`src/rtl/spidergon_pkg.sv`:
```
// Shared encodings and width helpers for the Spidergon traffic injector.
package spidergon_pkg;

   typedef logic [1:0] flit_type_t;

   localparam flit_type_t FLIT_BODY      = 2'b00;
   localparam flit_type_t FLIT_HEAD      = 2'b01;
   localparam flit_type_t FLIT_TAIL      = 2'b10;
   localparam flit_type_t FLIT_HEAD_TAIL = 2'b11;

   localparam logic [1:0] ST_IDLE  = 2'd0;
   localparam logic [1:0] ST_ALLOC = 2'd1;
   localparam logic [1:0] ST_SEND  = 2'd2;
   localparam logic [1:0] ST_GAP   = 2'd3;

   function automatic int NODE_ID_W(input int n);
      return (n > 1) ? $clog2(n) : 1;
   endfunction

   function automatic int VC_ID_W(input int n);
      return (n > 1) ? $clog2(n) : 1;
   endfunction

   // Encoding is {is_tail, is_head}, so a single-flit packet naturally becomes HEAD_TAIL.
   function automatic flit_type_t flit_type_of(input logic first, input logic last);
      return {last, first};
   endfunction

endpackage

```
`src/rtl/spidergon_credit_counter.sv`:
```
// Per-VC saturating credit counter with an overflow pulse for returns at max.
module spidergon_credit_counter #(
   parameter int DEPTH = 2
) (
   input  logic clk,
   input  logic reset,
   input  logic dec,
   input  logic inc,
   output logic has_credit,
   output logic ovf
);
   localparam int CW = $clog2(DEPTH + 1);

   logic [CW-1:0] cnt;

   assign has_credit = (cnt != '0);
   assign ovf        = inc && !dec && (cnt == CW'(DEPTH));

   // A simultaneous send and return leave the count untouched.
   always_ff @(posedge clk) begin
      if (reset) begin
         cnt <= CW'(DEPTH);
      end else if (inc && !dec) begin
         if (cnt != CW'(DEPTH)) cnt <= cnt + 1'b1;
      end else if (dec && !inc) begin
         if (cnt != '0) cnt <= cnt - 1'b1;
      end
   end

endmodule

```
`src/rtl/spidergon_traffic_injector.sv`:
```
// Synthetic wormhole packet source for one Spidergon node's local injection port.
module spidergon_traffic_injector
   import spidergon_pkg::*;
#(
   parameter int          NUM_OF_NODES            = 8,
   parameter int          FLIT_DATA_WIDTH         = 16,
   parameter int          NUM_OF_VIRTUAL_CHANNELS = 2,
   parameter int          VC_BUFFER_DEPTH         = 2,
   parameter int          FLITS_PER_PACKET        = 4,
   parameter int          NODE_ID                 = 0,
   parameter logic [15:0] LFSR_SEED               = 16'hACE1
) (
   input  logic                                          clk,
   input  logic                                          reset,
   input  logic                                          enable,
   input  logic [7:0]                                    inject_gap,
   input  logic [NUM_OF_VIRTUAL_CHANNELS-1:0]            credit_return,
   output logic                                          flit_valid,
   output logic [1:0]                                    flit_type,
   output logic [VC_ID_W(NUM_OF_VIRTUAL_CHANNELS)-1:0]   flit_vc,
   output logic [NODE_ID_W(NUM_OF_NODES)-1:0]            flit_dest,
   output logic [FLIT_DATA_WIDTH-1:0]                    flit_data,
   output logic [15:0]                                   packets_sent,
   output logic                                          credit_error,
   output logic                                          busy
);
   localparam int NVC = NUM_OF_VIRTUAL_CHANNELS;
   localparam int NW  = NODE_ID_W(NUM_OF_NODES);
   localparam int VW  = VC_ID_W(NVC);
   localparam int IW  = (FLITS_PER_PACKET > 1) ? $clog2(FLITS_PER_PACKET) : 1;

   logic [1:0]      state, state_nx, after_tail;
   logic [15:0]     lfsr;
   logic [7:0]      gap_cnt;
   logic [VW-1:0]   rr_ptr, cur_vc, pick_vc, cand, fire_vc;
   logic [NW-1:0]   cur_dest, lfsr_dest, fire_dest;
   logic [IW-1:0]   flit_idx, fire_idx;
   logic            found, alloc_fire, send_fire, fire, fire_last;
   logic [NVC-1:0]  has_credit, dec, ovf;
   logic [8+IW-1:0] data_raw;

   spidergon_credit_counter #(.DEPTH(VC_BUFFER_DEPTH)) u_cc [NVC-1:0] (
      .clk        (clk),
      .reset      (reset),
      .dec        (dec),
      .inc        (credit_return),
      .has_credit (has_credit),
      .ovf        (ovf)
   );

   // Round-robin: first VC with credit, scanning upward from rr_ptr.
   always_comb begin
      found   = 1'b0;
      pick_vc = '0;
      cand    = '0;
      for (int i = 0; i < NVC; i++) begin
         cand = VW'((int'(rr_ptr) + i) % NVC);
         if (!found && has_credit[cand]) begin
            found   = 1'b1;
            pick_vc = cand;
         end
      end
   end

   assign lfsr_dest = (lfsr[NW-1:0] == NW'(NODE_ID)) ? NW'(NODE_ID + 1) : lfsr[NW-1:0];

   // The head leaves on the ALLOC exit edge; SEND carries the remaining flits.
   assign alloc_fire = (state == ST_ALLOC) && found;
   assign send_fire  = (state == ST_SEND) && has_credit[cur_vc];
   assign fire       = alloc_fire || send_fire;
   assign fire_vc    = alloc_fire ? pick_vc   : cur_vc;
   assign fire_dest  = alloc_fire ? lfsr_dest : cur_dest;
   assign fire_idx   = alloc_fire ? '0        : flit_idx;
   assign fire_last  = (fire_idx == IW'(FLITS_PER_PACKET - 1));
   assign data_raw   = {packets_sent[7:0], fire_idx};

   always_comb begin
      dec = '0;
      for (int v = 0; v < NVC; v++) dec[v] = fire && (fire_vc == VW'(v));
   end

   assign after_tail = (inject_gap != 8'd0) ? ST_GAP : (enable ? ST_ALLOC : ST_IDLE);

   always_comb begin
      state_nx = state;
      case (state)
         ST_IDLE:  if (enable) state_nx = ST_ALLOC;
         ST_ALLOC: if (found) state_nx = fire_last ? after_tail : ST_SEND;
         ST_SEND:  if (send_fire && fire_last) state_nx = after_tail;
         ST_GAP:   if (gap_cnt == 8'd0) state_nx = enable ? ST_ALLOC : ST_IDLE;
         default:  state_nx = ST_IDLE;
      endcase
   end

   always_ff @(posedge clk) begin
      if (reset) begin
         state        <= ST_IDLE;
         lfsr         <= LFSR_SEED;
         gap_cnt      <= '0;
         rr_ptr       <= '0;
         cur_vc       <= '0;
         cur_dest     <= '0;
         flit_idx     <= '0;
         flit_valid   <= 1'b0;
         flit_type    <= FLIT_BODY;
         flit_vc      <= '0;
         flit_dest    <= '0;
         flit_data    <= '0;
         packets_sent <= '0;
         credit_error <= 1'b0;
         busy         <= 1'b0;
      end else begin
         state        <= state_nx;
         busy         <= (state_nx == ST_SEND);
         credit_error <= credit_error | (|ovf);
         flit_valid   <= fire;
         flit_type    <= fire ? flit_type_of(fire_idx == '0, fire_last) : FLIT_BODY;
         flit_vc      <= fire ? fire_vc : '0;
         flit_dest    <= fire ? fire_dest : '0;
         flit_data    <= fire ? FLIT_DATA_WIDTH'(data_raw) : '0;
         if (alloc_fire) begin
            cur_vc   <= pick_vc;
            cur_dest <= lfsr_dest;
            lfsr     <= {lfsr[0] ^ lfsr[2] ^ lfsr[3] ^ lfsr[5], lfsr[15:1]};
         end
         if (fire) flit_idx <= fire_last ? '0 : fire_idx + 1'b1;
         if (fire && fire_last) begin
            packets_sent <= packets_sent + 1'b1;
            rr_ptr       <= VW'((int'(fire_vc) + 1) % NVC);
         end
         if (state_nx == ST_GAP && state != ST_GAP) gap_cnt <= inject_gap - 8'd1;
         else if (state == ST_GAP && gap_cnt != 8'd0) gap_cnt <= gap_cnt - 8'd1;
      end
   end

endmodule

```
`config.mk`:
```
export PLATFORM = sky130hd
export DESIGN_NAME = spidergon_traffic_injector
export DESIGN_NICKNAME = d
export VERILOG_FILES = /design/src/rtl/spidergon_pkg.sv /design/src/rtl/spidergon_credit_counter.sv /design/src/rtl/spidergon_traffic_injector.sv
export SDC_FILE = /design/constraint.sdc
export NUM_CORES = 1
export LEC_CHECK = 0
export CELL_PAD_IN_SITES_DETAIL_PLACEMENT = 1
export CELL_PAD_IN_SITES_GLOBAL_PLACEMENT = 2
export CORE_MARGIN = 2
export CORE_UTILIZATION = 32
export DETAILED_ROUTE_END_ITERATION = 10
export PLACE_DENSITY_LB_ADDON = 0.1
export SLEW_MARGIN = 20
export SYNTH_ARGS = -nofsm -noshare
export SYNTH_HDL_FRONTEND = slang
export SYNTH_HIERARCHICAL = 1
export SYNTH_SLANG_ARGS = --single-unit
```
`constraint.sdc`:
```
create_clock -name clk -period 4.1 [get_ports clk]
set_input_delay 0.41 -clock clk [delete_from_list [all_inputs] [get_ports clk]]
set_output_delay 0.41 -clock clk [all_outputs]
set_load 0.02 [all_outputs]
```
==> impl_metrics.yaml <==
run_status:
  status: "finished, final reports clean"
finish:
  fin_cells: 563
  area_growth_syn_to_layout_pct: 24.5
  fillCellCount: 1139
  final_util_pct: 40.4
  drive_gt1_share_pct: 9.60
  nets: 439
  num_antenna_cells: 0
sta:
  finalCritPeriodShare_pct: 88.8
  slew_viol_final: 0
  fin_tns_setup_ns: 0
  fmax_mhz: 275
  setup_violations: 0
  max_slew_margin_pct: 44.8
  fin_ws_ns: 0.458
  rsz0062_at_grt: "false"
  worst_pin_slew_ns: 0.827
  period_minus_slack_ns: 3.64
  hold_viol_final: 0
  fin_worst_skew_ns: 0.00970
setup_path:
  cp_max_fo: 12
  r2r-start: "state[0]"
  ff2ff_setup_slack_ns: 0.46
  cp_num_buf_inv: 1
  timing.rr.end: "gap_cnt[4]"
  crit_required_ns: 4.39
  max_stage_delay_ns: 0.54
  crit_arrival_ns: 3.93
  rr_worst_depth: 14
  path_class: "flop to flop"
  crit_path_cell_trace: "and2b_1 > nand2_1 > and2_1 > ha_1 > o2111ai_1 > o21ai_2 > a21oi_2 > mux2i_1 > ha_1 > inv_1 > or3_1 > mux2i_1 > mux2_2 > o21ai_2"
  cp_slowest_cell: "dfxtp_1"
  start_kind: "flop"
  path_delay_family: "simple AND/OR/NAND/NOR gates"
  end_kind: "flop"
power_and_ir_drop:
  powerDensity_nw_per_um2: 564
  irDropWorstVdd_v: 0.000163
  p_clk_share_pct: 27.7
  switchingPower_mw: 0.815
  total_power_mw: 2.31
  sw_frac_of_total_pct: 35.3
  pwr-share-seq_pct: 39.5
  power.leakage_nw: 1.51
  comb_power_share_pct: 32.9
  intPower_mw: 1.50
floorplanning:
  die_x_um: 105
  die_y_um: 105
  dieArea_um2: 11100
  ioPinCount: 54
  core_area_um2: 10100
  rows: 37
  start_util_pct: 32.4
clock_network:
  cts_tree: "done"
  root_buffer: "clkbuf_8"
  ctsLongestPathBuffers: 2
  ctsResizeCount: 0
  post_cts_buffers: 0
  cts_sinks: 72
  numCtsBuffers: 9
  clk_latency_ns: 0.36
  cts_max_level: 3
  holdBufCountCts: 0
  clk_pin_slew_worst_paths_ns: 0.08
worst_hold_path:
  worstHoldStart: "lfsr[4]"
  hp-class: "flop to flop"
  hold_depth: 2
  min_to: "lfsr[3]"
synthesis:
  synthTopCellsByArea: "dfxtp_1 (44%), nand2_1 (6.8%), a21oi_1 (4.0%)"
  yosysTopAreaCellShare_pct: 43.8
  post_synth_num_cell_types: 58
  syn_inst: 374
  seq_area_frac_synth_pct: 43.8
  synth_edf_count: 0
  netlist_area_um2: 3290
  avgSynthCellArea_um2: 8.80
  synth_top_area_cell: "dfxtp_1"
  synth-seq-cells: 72
  async_flop_share_pct: 0
  ys_warn_count: 6
  synth_ff_type: "dfxtp_1"
place:
  dp_hpwl_um: 5730
  dp_slack_ns: 0.486
  portBuffers: 47
  place.gp.congestion: 0.816
  place_inst: 547
grt:
  grt_max_degree: 46
  grt_pass1_vias: 2779
  grtUsageTotal_pct: 15.6
  antenna_found_initial: 0
  overflow: 0
  grt_pass1_wl_um: 13800
flow_run:
  max_cap_viol_count: 0
routing:
  drt_iter0_markers: 77
  wirelength_um: 8250
  postRouteAntennaNets: 0
  wire_per_inst_um: 14.7
  drc: 0
  first_pass_iters: 5
  via_per_inst: 4.92
  vias: 2769
## metrics by stage
stage	instance area (µm²)	hold WS (ns)
floorplan	3310	0.432
finish	4100	0.456
CTS	4100	0.457
global placement	3880	0.439
detailed placement	3880	0.446
global route	4100	0.473
## synthesized netlist by cell type, types with 4 or more instances
library cell,number
a21oi_1,26
and2_1,11
buf_4,7
clkbuf_1,8
dfxtp_1,72
ha_1,4
inv_1,6
mux2i_1,10
nand2_1,60
nand3_1,12
nand3b_1,7
nor2_1,31
nor2b_1,4
nor3_1,13
o21ai_0,10
or3_1,6
xnor2_1,8
xor2_1,10
## flip-flops by register name, summed over array words and instances (netlist names)
| signal | flops |
|---|---|
| lfsr | 16 |
| packets_sent | 16 |
| flit_data | 10 |
| gap_cnt | 8 |
| u_cc/cnt | 4 |
| cur_dest | 3 |
| flit_dest | 3 |
| flit_idx | 2 |
| flit_type | 2 |
| state | 2 |
| busy | 1 |
| credit_error | 1 |
| cur_vc | 1 |
| flit_valid | 1 |
| flit_vc | 1 |
| rr_ptr | 1 |
## cells by family (layout without fill, tap and decap cells)
logic type	count (synthesis)	after routing	synth area share (%)
adder cells (fa/ha/maj)	4	4	1.52
multiplexers	15	15	4.98
other	1	6	0.114
XOR/XNOR	18	18	4.79
flip-flops	72	72	43.8
AO/OA/AOI/OAI	64	64	13.1
buffers and inverters	26	74	3.88
AND/OR/NAND/NOR	174	174	27.8
## cell type report
class	count	area, µm²	share of cell area (%)
multi-input combinational	281	1740	42.5
sequential	72	1440	35.2
timing repair buffer	52	503	12.3
tap	136	170	4.15
clock buffer	11	141	3.45
clock inverter	5	78.8	1.92
inverter	6	22.5	0.550
## placed cells by master, fill, tap and decap left out, drive strengths merged, types with 6 or more instances in the layout
cell	n
o21ai	12
nand3	12
a21oi	28
mux2i	10
xor2	10
xnor2	8
buf	6
or3	6
clkbuf	11
clkdlybuf4s50	46
and2	12
conb	6
nand2	60
inv	7
nor2	31
dfxtp	72
nor3	13
nand3b	7
## metal layers
metal / wire (µm) / vias up / track usage, % / part of all wire [%]
met1: 4130 / 1355 / 20.6 / 50
met2: 3770 / 31 / 24.0 / 46
met4: 100 / 0 / 6.29 / 1.2
met5: 0 / - / 0 / 0
li1: - / 1374 / - / -
met3: 251 / 9 / 4.58 / 3.0
## power groups by stage
stage | clock [mW] | sequential, mW | combinational [mW]
2_1_floorplan | 0 | 0.906 | 0.571
3_3_place_gp | 0 | 0.925 | 0.756
3_5_place_dp | 0 | 0.927 | 0.761
4_1_cts | 0.664 | 0.913 | 0.769
5_1_grt | 0.695 | 0.935 | 0.846
6_report | 0.639 | 0.912 | 0.759
## worst max-delay path by stage
stage / from / end / slack, ns / cells after the start
floorplan: u_cc[0]/cnt[1] / gap_cnt[4] / 0.51 / 17
global placement: state[0] / gap_cnt[4] / 0.67 / 14
detailed placement: state[0] / gap_cnt[4] / 0.49 / 14
CTS: state[0] / gap_cnt[4] / 0.44 / 14
global route: state[0] / gap_cnt[4] / 0.19 / 14
finish: state[0] / gap_cnt[4] / 0.46 / 14
## tightest hold or removal path: stages (launching register included)
cell and delay [ns]:
dfxtp_1 0.31, nand2_1 0.05, a21oi_1 0.05
No activity file was read; power rests on OpenSTA's default activity.
